<file path="config.mk">
export PLATFORM = sky130hd
export DESIGN_NAME = score_cmd_parser
export DESIGN_NICKNAME = d
export VERILOG_FILES = /design/src/rtl/score_cmd_parser_pkg.sv /design/src/rtl/score_sat_add.sv /design/src/rtl/score_cmd_parser.sv
export SDC_FILE = /design/constraint.sdc
export NUM_CORES = 1
export LEC_CHECK = 0
export CELL_PAD_IN_SITES_DETAIL_PLACEMENT = 1
export CELL_PAD_IN_SITES_GLOBAL_PLACEMENT = 1
export CORE_AREA = 2 2 141 143
export CTS_BUF_LIST = sky130_fd_sc_hd__clkbuf_8
export CTS_CLUSTER_DIAMETER = 40
export DETAILED_ROUTE_END_ITERATION = 8
export DIE_AREA = 0 0 143 145
export PLACE_DENSITY = 0.48
export SLEW_MARGIN = 20
export SYNTH_ARGS = -nofsm -noshare
export SYNTH_HDL_FRONTEND = slang
export SYNTH_SLANG_ARGS = --single-unit
</file>
<file path="constraint.sdc">
create_clock -name CLK -period 4 [get_ports CLK]
set_clock_uncertainty 0.1 [all_clocks]
set_input_delay 1.2 -clock CLK [delete_from_list [all_inputs] [get_ports CLK]]
set_output_delay 1.2 -clock CLK [all_outputs]
set_load 0.005 [all_outputs]
</file>
<file path="src/rtl/score_cmd_parser_pkg.sv">
// ----------------------------------------------------------------------------
// score_cmd_parser_pkg : command codes, sync default and FSM states
// Rev 1.0
// ----------------------------------------------------------------------------
`default_nettype none

package score_cmd_parser_pkg;

   localparam logic [7:0] SYNC_BYTE_DEF  = 8'hA5;

   localparam logic [7:0] CMD_SET_HOME   = 8'h01;
   localparam logic [7:0] CMD_SET_GUEST  = 8'h02;
   localparam logic [7:0] CMD_ADD_HOME   = 8'h03;
   localparam logic [7:0] CMD_ADD_GUEST  = 8'h04;
   localparam logic [7:0] CMD_SET_PERIOD = 8'h05;
   localparam logic [7:0] CMD_CLEAR      = 8'h06;

   localparam logic [2:0] LAST_IDX       = 3'd4;

   typedef enum logic [2:0] {
      ST_IDLE    = 3'd0,
      ST_POP     = 3'd1,
      ST_WAIT    = 3'd2,
      ST_CAPTURE = 3'd3,
      ST_EXEC    = 3'd4
   } state_e;

endpackage

`default_nettype wire

</file>
<file path="src/rtl/score_sat_add.sv">
// ----------------------------------------------------------------------------
// score_sat_add : 8-bit + 8-bit unsigned add, clamped to MAX
// Rev 1.0
// ----------------------------------------------------------------------------
`default_nettype none

module score_sat_add #(
   parameter int MAX = 199
) (
   input  logic [7:0] a_i,
   input  logic [7:0] b_i,
   output logic [7:0] sum_o
);

   localparam logic [8:0] c_MAX9 = 9'(MAX);

   logic [8:0] w_sum;

   // Nine-bit sum keeps the carry so 255+255 still clamps correctly.
   assign w_sum = {1'b0, a_i} + {1'b0, b_i};
   assign sum_o = (w_sum > c_MAX9) ? c_MAX9[7:0] : w_sum[7:0];

endmodule

`default_nettype wire

</file>
<file path="src/rtl/score_cmd_parser.sv">
// ----------------------------------------------------------------------------
// score_cmd_parser : pops FIFO bytes, assembles 5-byte frames, updates scores
// Rev 1.0
// ----------------------------------------------------------------------------
`default_nettype none

module score_cmd_parser
   import score_cmd_parser_pkg::*;
#(
   parameter logic [7:0] SYNC_BYTE = SYNC_BYTE_DEF,
   parameter int         MAX_SCORE = 199,
   parameter int         TIMEOUT   = 50000,
   parameter int         TO_W      = 16
) (
   input  logic       CLK,
   input  logic       RST,
   input  logic       DATA_RDY,
   input  logic [7:0] DATA,
   output logic       RD_EN,
   output logic [7:0] HOME,
   output logic [7:0] GUEST,
   output logic [3:0] PERIOD,
   output logic       UPD,
   output logic       ERR_CSUM,
   output logic       ERR_CMD,
   output logic       ERR_TO
);

   localparam logic [TO_W-1:0] c_TO_LAST = TO_W'(TIMEOUT - 1);
   localparam logic [TO_W-1:0] c_TO_ONE  = TO_W'(1);

   state_e          state_q;
   logic [2:0]      idx_q;
   logic [TO_W-1:0] to_cnt_q;
   logic [7:0]      frame_q [1:4];
   logic            rd_en_q;
   logic [7:0]      home_q;
   logic [7:0]      guest_q;
   logic [3:0]      period_q;
   logic            upd_q;
   logic            err_csum_q;
   logic            err_cmd_q;
   logic            err_to_q;

   logic [7:0]      w_cmd;
   logic [7:0]      w_d0;
   logic            w_csum_ok;
   logic [7:0]      w_home_a;
   logic [7:0]      w_guest_a;
   logic [7:0]      home_d;
   logic [7:0]      guest_d;

   assign w_cmd     = frame_q[1];
   assign w_d0      = frame_q[2];
   assign w_csum_ok = ((frame_q[1] ^ frame_q[2] ^ frame_q[3]) == frame_q[4]);

   // SET commands reuse the saturating adder with a zero base so D0 is clamped too.
   assign w_home_a  = (w_cmd == CMD_ADD_HOME)  ? home_q  : 8'd0;
   assign w_guest_a = (w_cmd == CMD_ADD_GUEST) ? guest_q : 8'd0;

   score_sat_add #(
      .MAX   (MAX_SCORE)
   ) u_home_add (
      .a_i   (w_home_a),
      .b_i   (w_d0),
      .sum_o (home_d)
   );

   score_sat_add #(
      .MAX   (MAX_SCORE)
   ) u_guest_add (
      .a_i   (w_guest_a),
      .b_i   (w_d0),
      .sum_o (guest_d)
   );

   always_ff @(posedge CLK) begin
      if (RST) begin
         state_q    <= ST_IDLE;
         idx_q      <= 3'd0;
         to_cnt_q   <= '0;
         for (int i = 1; i <= 4; i++) begin
            frame_q[i] <= 8'd0;
         end
         rd_en_q    <= 1'b0;
         home_q     <= 8'd0;
         guest_q    <= 8'd0;
         period_q   <= 4'd0;
         upd_q      <= 1'b0;
         err_csum_q <= 1'b0;
         err_cmd_q  <= 1'b0;
         err_to_q   <= 1'b0;
      end else begin
         rd_en_q    <= 1'b0;
         upd_q      <= 1'b0;
         err_csum_q <= 1'b0;
         err_cmd_q  <= 1'b0;
         err_to_q   <= 1'b0;

         case (state_q)
            ST_IDLE: begin
               if (DATA_RDY) begin
                  state_q <= ST_POP;
                  rd_en_q <= 1'b1;
               end else if (idx_q != 3'd0) begin
                  if (to_cnt_q == c_TO_LAST) begin
                     err_to_q <= 1'b1;
                     idx_q    <= 3'd0;
                     to_cnt_q <= '0;
                  end else begin
                     to_cnt_q <= to_cnt_q + c_TO_ONE;
                  end
               end
            end

            ST_POP:  state_q <= ST_WAIT;

            ST_WAIT: state_q <= ST_CAPTURE;

            ST_CAPTURE: begin
               to_cnt_q <= '0;
               if (idx_q != 3'd0) begin
                  frame_q[idx_q] <= DATA;
               end
               // Only slot 0 is checked against SYNC; later slots carry raw data.
               if ((idx_q == 3'd0) && (DATA != SYNC_BYTE)) begin
                  state_q <= ST_IDLE;
               end else if (idx_q == LAST_IDX) begin
                  state_q <= ST_EXEC;
               end else begin
                  idx_q <= idx_q + 3'd1;
                  if (DATA_RDY) begin
                     state_q <= ST_POP;
                     rd_en_q <= 1'b1;
                  end else begin
                     state_q <= ST_IDLE;
                  end
               end
            end

            ST_EXEC: begin
               idx_q   <= 3'd0;
               state_q <= ST_IDLE;
               if (!w_csum_ok) begin
                  err_csum_q <= 1'b1;
               end else begin
                  case (w_cmd)
                     CMD_SET_HOME, CMD_ADD_HOME: begin
                        home_q <= home_d;
                        upd_q  <= 1'b1;
                     end
                     CMD_SET_GUEST, CMD_ADD_GUEST: begin
                        guest_q <= guest_d;
                        upd_q   <= 1'b1;
                     end
                     CMD_SET_PERIOD: begin
                        period_q <= w_d0[3:0];
                        upd_q    <= 1'b1;
                     end
                     CMD_CLEAR: begin
                        home_q   <= 8'd0;
                        guest_q  <= 8'd0;
                        period_q <= 4'd0;
                        upd_q    <= 1'b1;
                     end
                     default: err_cmd_q <= 1'b1;
                  endcase
               end
            end

            default: state_q <= ST_IDLE;
         endcase
      end
   end

   assign RD_EN    = rd_en_q;
   assign HOME     = home_q;
   assign GUEST    = guest_q;
   assign PERIOD   = period_q;
   assign UPD      = upd_q;
   assign ERR_CSUM = err_csum_q;
   assign ERR_CMD  = err_cmd_q;
   assign ERR_TO   = err_to_q;

endmodule

`default_nettype wire
</file>
Word level (Yosys, flattened, before mapping)
Memory sizes are Yosys's and may differ from the RTL's.
Cells that the tools add are included.
{ "totals": {"n_memories": 1, "romBits": 0, "regBits": 47, "in_bits": 11, "ram_bits": 32, "latch_bits": 0, "elab_cells": 104, "out_inout_bits": 25} }
{ "classes": {"bitwise": 6, "n_eq_ne": 20, "div": 0, "muxes": 39, "shifts": 0, "mul": 0, "n_addsub": 4, "magnitude_cmp": 2, "reduce_logical": 21} }
{ "memory_table": {"columns": ["name", "words", "word_bits", "rd", "rd_clocked_by_memory_dff", "wr", "line", "source"], "rows": [
  ["frame_q", 4, 8, 4, 0, 4, "score_cmd_parser.sv:35", "logic [7:0] frame_q [1:4];"]
]} }
{ "ops": {"columns": ["cell", "n"], "rows": [
  ["16-bit 2-to-1 mux", 3],
  ["8-bit 2-to-1 mux", 5],
  ["16-bit case mux with 2 select lines", 1],
  ["8-bit case mux with 2 select lines", 2],
  ["3-bit 2-to-1 mux", 9],
  ["8-bit by 3-bit == test with 1-bit output, second input constant", 3],
  ["8-bit by 8-bit adder with 9-bit output", 2],
  ["9-bit by 8-bit greater-than comparator with 1-bit output, second input constant", 2],
  ["16-bit by 1-bit adder with 16-bit output, second input constant", 1],
  ["16-bit == test, second input constant", 1],
  ["8-bit by 2-bit == test with 1-bit output, second input constant", 2],
  ["8-bit XOR", 2],
  ["1-bit 2-to-1 mux", 15],
  ["2-bit inequality test, second input constant", 6],
  ["3-bit case mux with 4 select lines", 1],
  ["3-bit AND reduction", 4],
  ["3-bit case mux with 3 select lines", 1],
  ["8-bit by 1-bit == test with 1-bit output, second input constant", 1],
  ["8-bit == test", 1],
  ["8-bit inequality test, second input constant", 1],
  ["4-bit case mux with 2 select lines", 1],
  ["2-bit nonzero test", 4],
  ["8-bit OR reduction", 1],
  ["3-bit by 2-bit == test with 1-bit output, second input constant", 2],
  ["other kinds (13)", 21]
]} }

Logic depth before layout (Yosys ltp)
{ "depth": {"depth_word": 7, "ltp_mapped": 14, "depth_no_buf": 13} }

Hierarchy
Synthesis repeated with hierarchy kept, for this count alone.
{ "unflattened": {"hier_cells": 511, "area_unflattened_um2": 4948.5} }
{ "modules_own_cells": {"columns": ["module", "seq_area_each_um2", "instances", "cells_each", "area_each_um2"], "rows": [
  ["score_cmd_parser", 1901.8, 1, 401, 4045.1],
  ["score_sat_add", 0.0, 2, 55, 451.7]
]} }

Worst setup path after synthesis
Ideal clock, no wire load.
{ "synth_path": {"kind": "register to register", "start": "memory frame_q[1][3]", "end": "register guest_q[0], in the netlist GUEST[0]", "required_ps": 3770, "path_buffers": 0, "setup_ps": 130, "synth_period_minus_slack_ps": 3439, "setup_slack_ps": 561, "stages_incl_launch_ff": 14, "arrival_time_ps": 3209, "cell_sequence": "edfxtp_1 nor3_1 nand2_1 nor4b_1 and2_1 ha_1 inv_1 fa_1 nand2b_1 a21o_1 a211oi_1 a31oi_1 a2111oi_0 nor3_1"} }
{ "synth_lines": {"columns": ["item", "line", "source"], "rows": [
  ["from (decl)", "score_cmd_parser.sv:35", null],
  ["to (signal assigned)", "score_cmd_parser.sv:153", "guest_q <= guest_d;"],
  ["to (decl)", "score_cmd_parser.sv:38", "logic [7:0] guest_q;"]
]} }

==> flow_summary.json <==
{
  "status": "complete, no violations",
  "dp_hpwl_um": 10300,
  "setup_violations": 0,
  "diodes": 0,
  "ys_async_sr_fraction_pct": 0,
  "synth_cell_type_count": 66,
  "cts_buffers": 9,
  "ctsLongestPathBuffers": 2,
  "crit_end": "GUEST[3]$_SDFFE_PP0P_",
  "first_iter_violations": 155,
  "worstHoldPathType": "reg -> reg",
  "nets": 572,
  "setup.worst_path.class": "reg -> reg",
  "cp-start-kind": "flop",
  "grt_max_degree": 25,
  "firstDrtPassIters": 4,
  "antenna_found_initial": 0,
  "crit_family": "simple AND/OR/NAND/NOR gates",
  "die-width_um": 143,
  "slew_headroom_pct": 40.3,
  "drive_gt1_share_pct": 6.79,
  "cpPeakStageDelay_ns": 0.42,
  "final_cell_mix": "and2_1, dfxtp_1, nor2_1",
  "die_height_um": 145,
  "fill_cells": 2223,
  "layout_commonest_cell": "and2_1",
  "grt_pass1_wl_um": 22300,
  "power_density_nw_per_um2": 313,
  "rows": 51,
  "root_buffer": "clkbuf_8",
  "avgRoutedWirePerCell_um": 16.6,
  "place.gp.congestion": 0.777,
  "cp-end-kind": "flop",
  "synth.avg_cell_area_um2": 9.30,
  "ys_seq_elements": 79,
  "leakage_uw": 0.00195,
  "worst-endpoint-arrival_ns": 3.78,
  "synthesis.nets": 537,
  "crit_cells": 14,
  "cp_num_buf_inv": 2,
  "max_freq_mhz": 277,
  "portBuffers": 35,
  "synth_flop_cell": "dfxtp_1",
  "period_share_pct": 90.3,
  "clkSlewWorstSetupHoldPaths_ns": 0.08,
  "postSynthCellCount": 505,
  "regToRegSetupSlack_ns": 0.39,
  "grt_use_total_pct": 13.8,
  "yosysWarningCount": 0,
  "rr_worst_depth": 14,
  "area_delta_synth_final_pct": 18.6,
  "rr_startpoint": "frame_q[1][3]$_SDFFCE_PN0P_",
  "grt-ovfl-total": 0,
  "r2r_end": "GUEST[3]$_SDFFE_PP0P_",
  "via_per_inst": 4.77,
  "ant_nets": 0,
  "final_area_um2": 5570,
  "hold_buffers": 0,
  "place_area_um2": 5320,
  "start_util_pct": 24.5,
  "dieArea_um2": 20700,
  "cts_max_level": 3,
  "maxCapViolCount": 0,
  "drv_slew": 0,
  "rsz0062_at_grt": "false",
  "critPathMaxFanout": 8,
  "grt_pass1_vias": 4083,
  "holdWs_ns": 0.374,
  "critPathRequiredTime_ns": 4.17,
  "slowest_stage": "edfxtp_1",
  "cts_tree": "built",
  "coreArea_um2": 19200,
  "syn_area_um2": 4700,
  "synth_edf_count": 32,
  "hold_violations": 0,
  "io_pins": 36,
  "setup_tns_ns": 0,
  "worst_pin_slew_ns": 0.888,
  "worst_setup_path_startpoint": "frame_q[1][3]$_SDFFCE_PN0P_",
  "clock_sinks": 79,
  "ys_seq_area_share_pct": 40.5,
  "period_needed_ns": 3.61,
  "via_count": 3864,
  "fin_total_pwr_uw": 1750,
  "ir_drop_uv": 121,
  "crit_path_cell_trace": "nor3_1, nand2_1, nor4b_1, buf_4, and2_1, ha_1, inv_1, fa_1, nand2b_1, a21o_1, a221oi_1, or2_2, a21oi_2, a32o_1",
  "worst_skew_pair.late_latency_ns": 0.37,
  "drt_wl_total_um": 13400,
  "drc": 0
}
## cells by family after synthesis
group	count (synthesis)	synth area share [%]
simple gates	231	27.9
compound gates	99	14.1
flops	79	40.5
xor+xnor	42	7.99
buf+inv	32	3.36
fa+ha+maj	21	5.91
mux	1	0.213
## layer usage
metal | vias up | wire length [um] | GRT usage [%]
li1 | 1900 | - | -
met1 | 1901 | 6430 | 18.4
met4 | 0 | 294 | 5.84
met5 | - | 0 | 0
met2 | 47 | 6450 | 22.3
met3 | 16 | 243 | 1.78
## Yosys cell counts (all sizes together) (14+ instances only)
library cell | instances | area [um2]
nand2b | 14 | 87.6
and2 | 49 | 309
dfxtp | 47 | 941
nand2 | 28 | 105
ha | 19 | 238
nor2 | 47 | 176
nor3 | 14 | 75.1
inv | 16 | 60.1
edfxtp | 32 | 961
nand3 | 17 | 103
o21ai | 15 | 75.1
xnor2 | 29 | 262
a21oi | 34 | 170
## through the flow
step	setup slack, ns	std cells	utilization (%)
6_report	0.387	810	29.0
5_1_grt	0.0391	810	29.0
4_1_cts	0.185	810	28.9
3_5_place_dp	0.230	794	27.7
3_3_place_gp	0.267	794	27.7
2_1_floorplan	0.561	505	-
## power breakdown
part,total (uW),switching (uW),internal [uW]
Clock,732,320,411
Sequential,872,19.3,852
Combinational,142,84.5,57.6
Total,1750,424,1320
## worst min path at each step
stage,from,endpoint,slack [ns],depth (start not counted)
5_1_grt,PERIOD[3]$_SDFFE_PP0P_,PERIOD[3]$_SDFFE_PP0P_,0.41,2
3_5_place_dp,PERIOD[0]$_SDFFE_PP0P_,PERIOD[0]$_SDFFE_PP0P_,0.37,2
4_1_cts,PERIOD[0]$_SDFFE_PP0P_,PERIOD[0]$_SDFFE_PP0P_,0.38,2
2_1_floorplan,to_cnt_q[15]$_SDFFE_PP0P_,to_cnt_q[15]$_SDFFE_PP0P_,0.35,2
6_report,PERIOD[0]$_SDFFE_PP0P_,PERIOD[0]$_SDFFE_PP0P_,0.37,2
3_3_place_gp,PERIOD[0]$_SDFFE_PP0P_,PERIOD[0]$_SDFFE_PP0P_,0.36,2
## repair_timing
item | 4_1_cts | 5_1_grt
resized for setup | 0 | 5
buffers inserted | 0 | 0
setup endpoints to repair | 0 | 8
## worst min-delay path, cell delays in order, from the launching register on
cell      delay [ns]
dfxtp_1         0.32
nand2b_1        0.06
a21oi_1         0.05
## sequential cells by signal, summed over array words and instances (netlist names), 3 cells and up
name	count
HOME	8
idx_q	3
state_q	3
frame_q	32
PERIOD	4
GUEST	8
to_cnt_q	16
## final cells by class
class	instances	area [um2]	share of cell area, %
Clock buffer	9	124	2.22
Multi-Input combinational cell	394	2650	47.6
Timing Repair Buffer	40	388	6.96
Tap cell	265	332	5.95
Clock inverter	7	114	2.04
Sequential cell	79	1900	34.1
Inverter	16	60.1	1.08
Power figures use the tool's default switching activity.
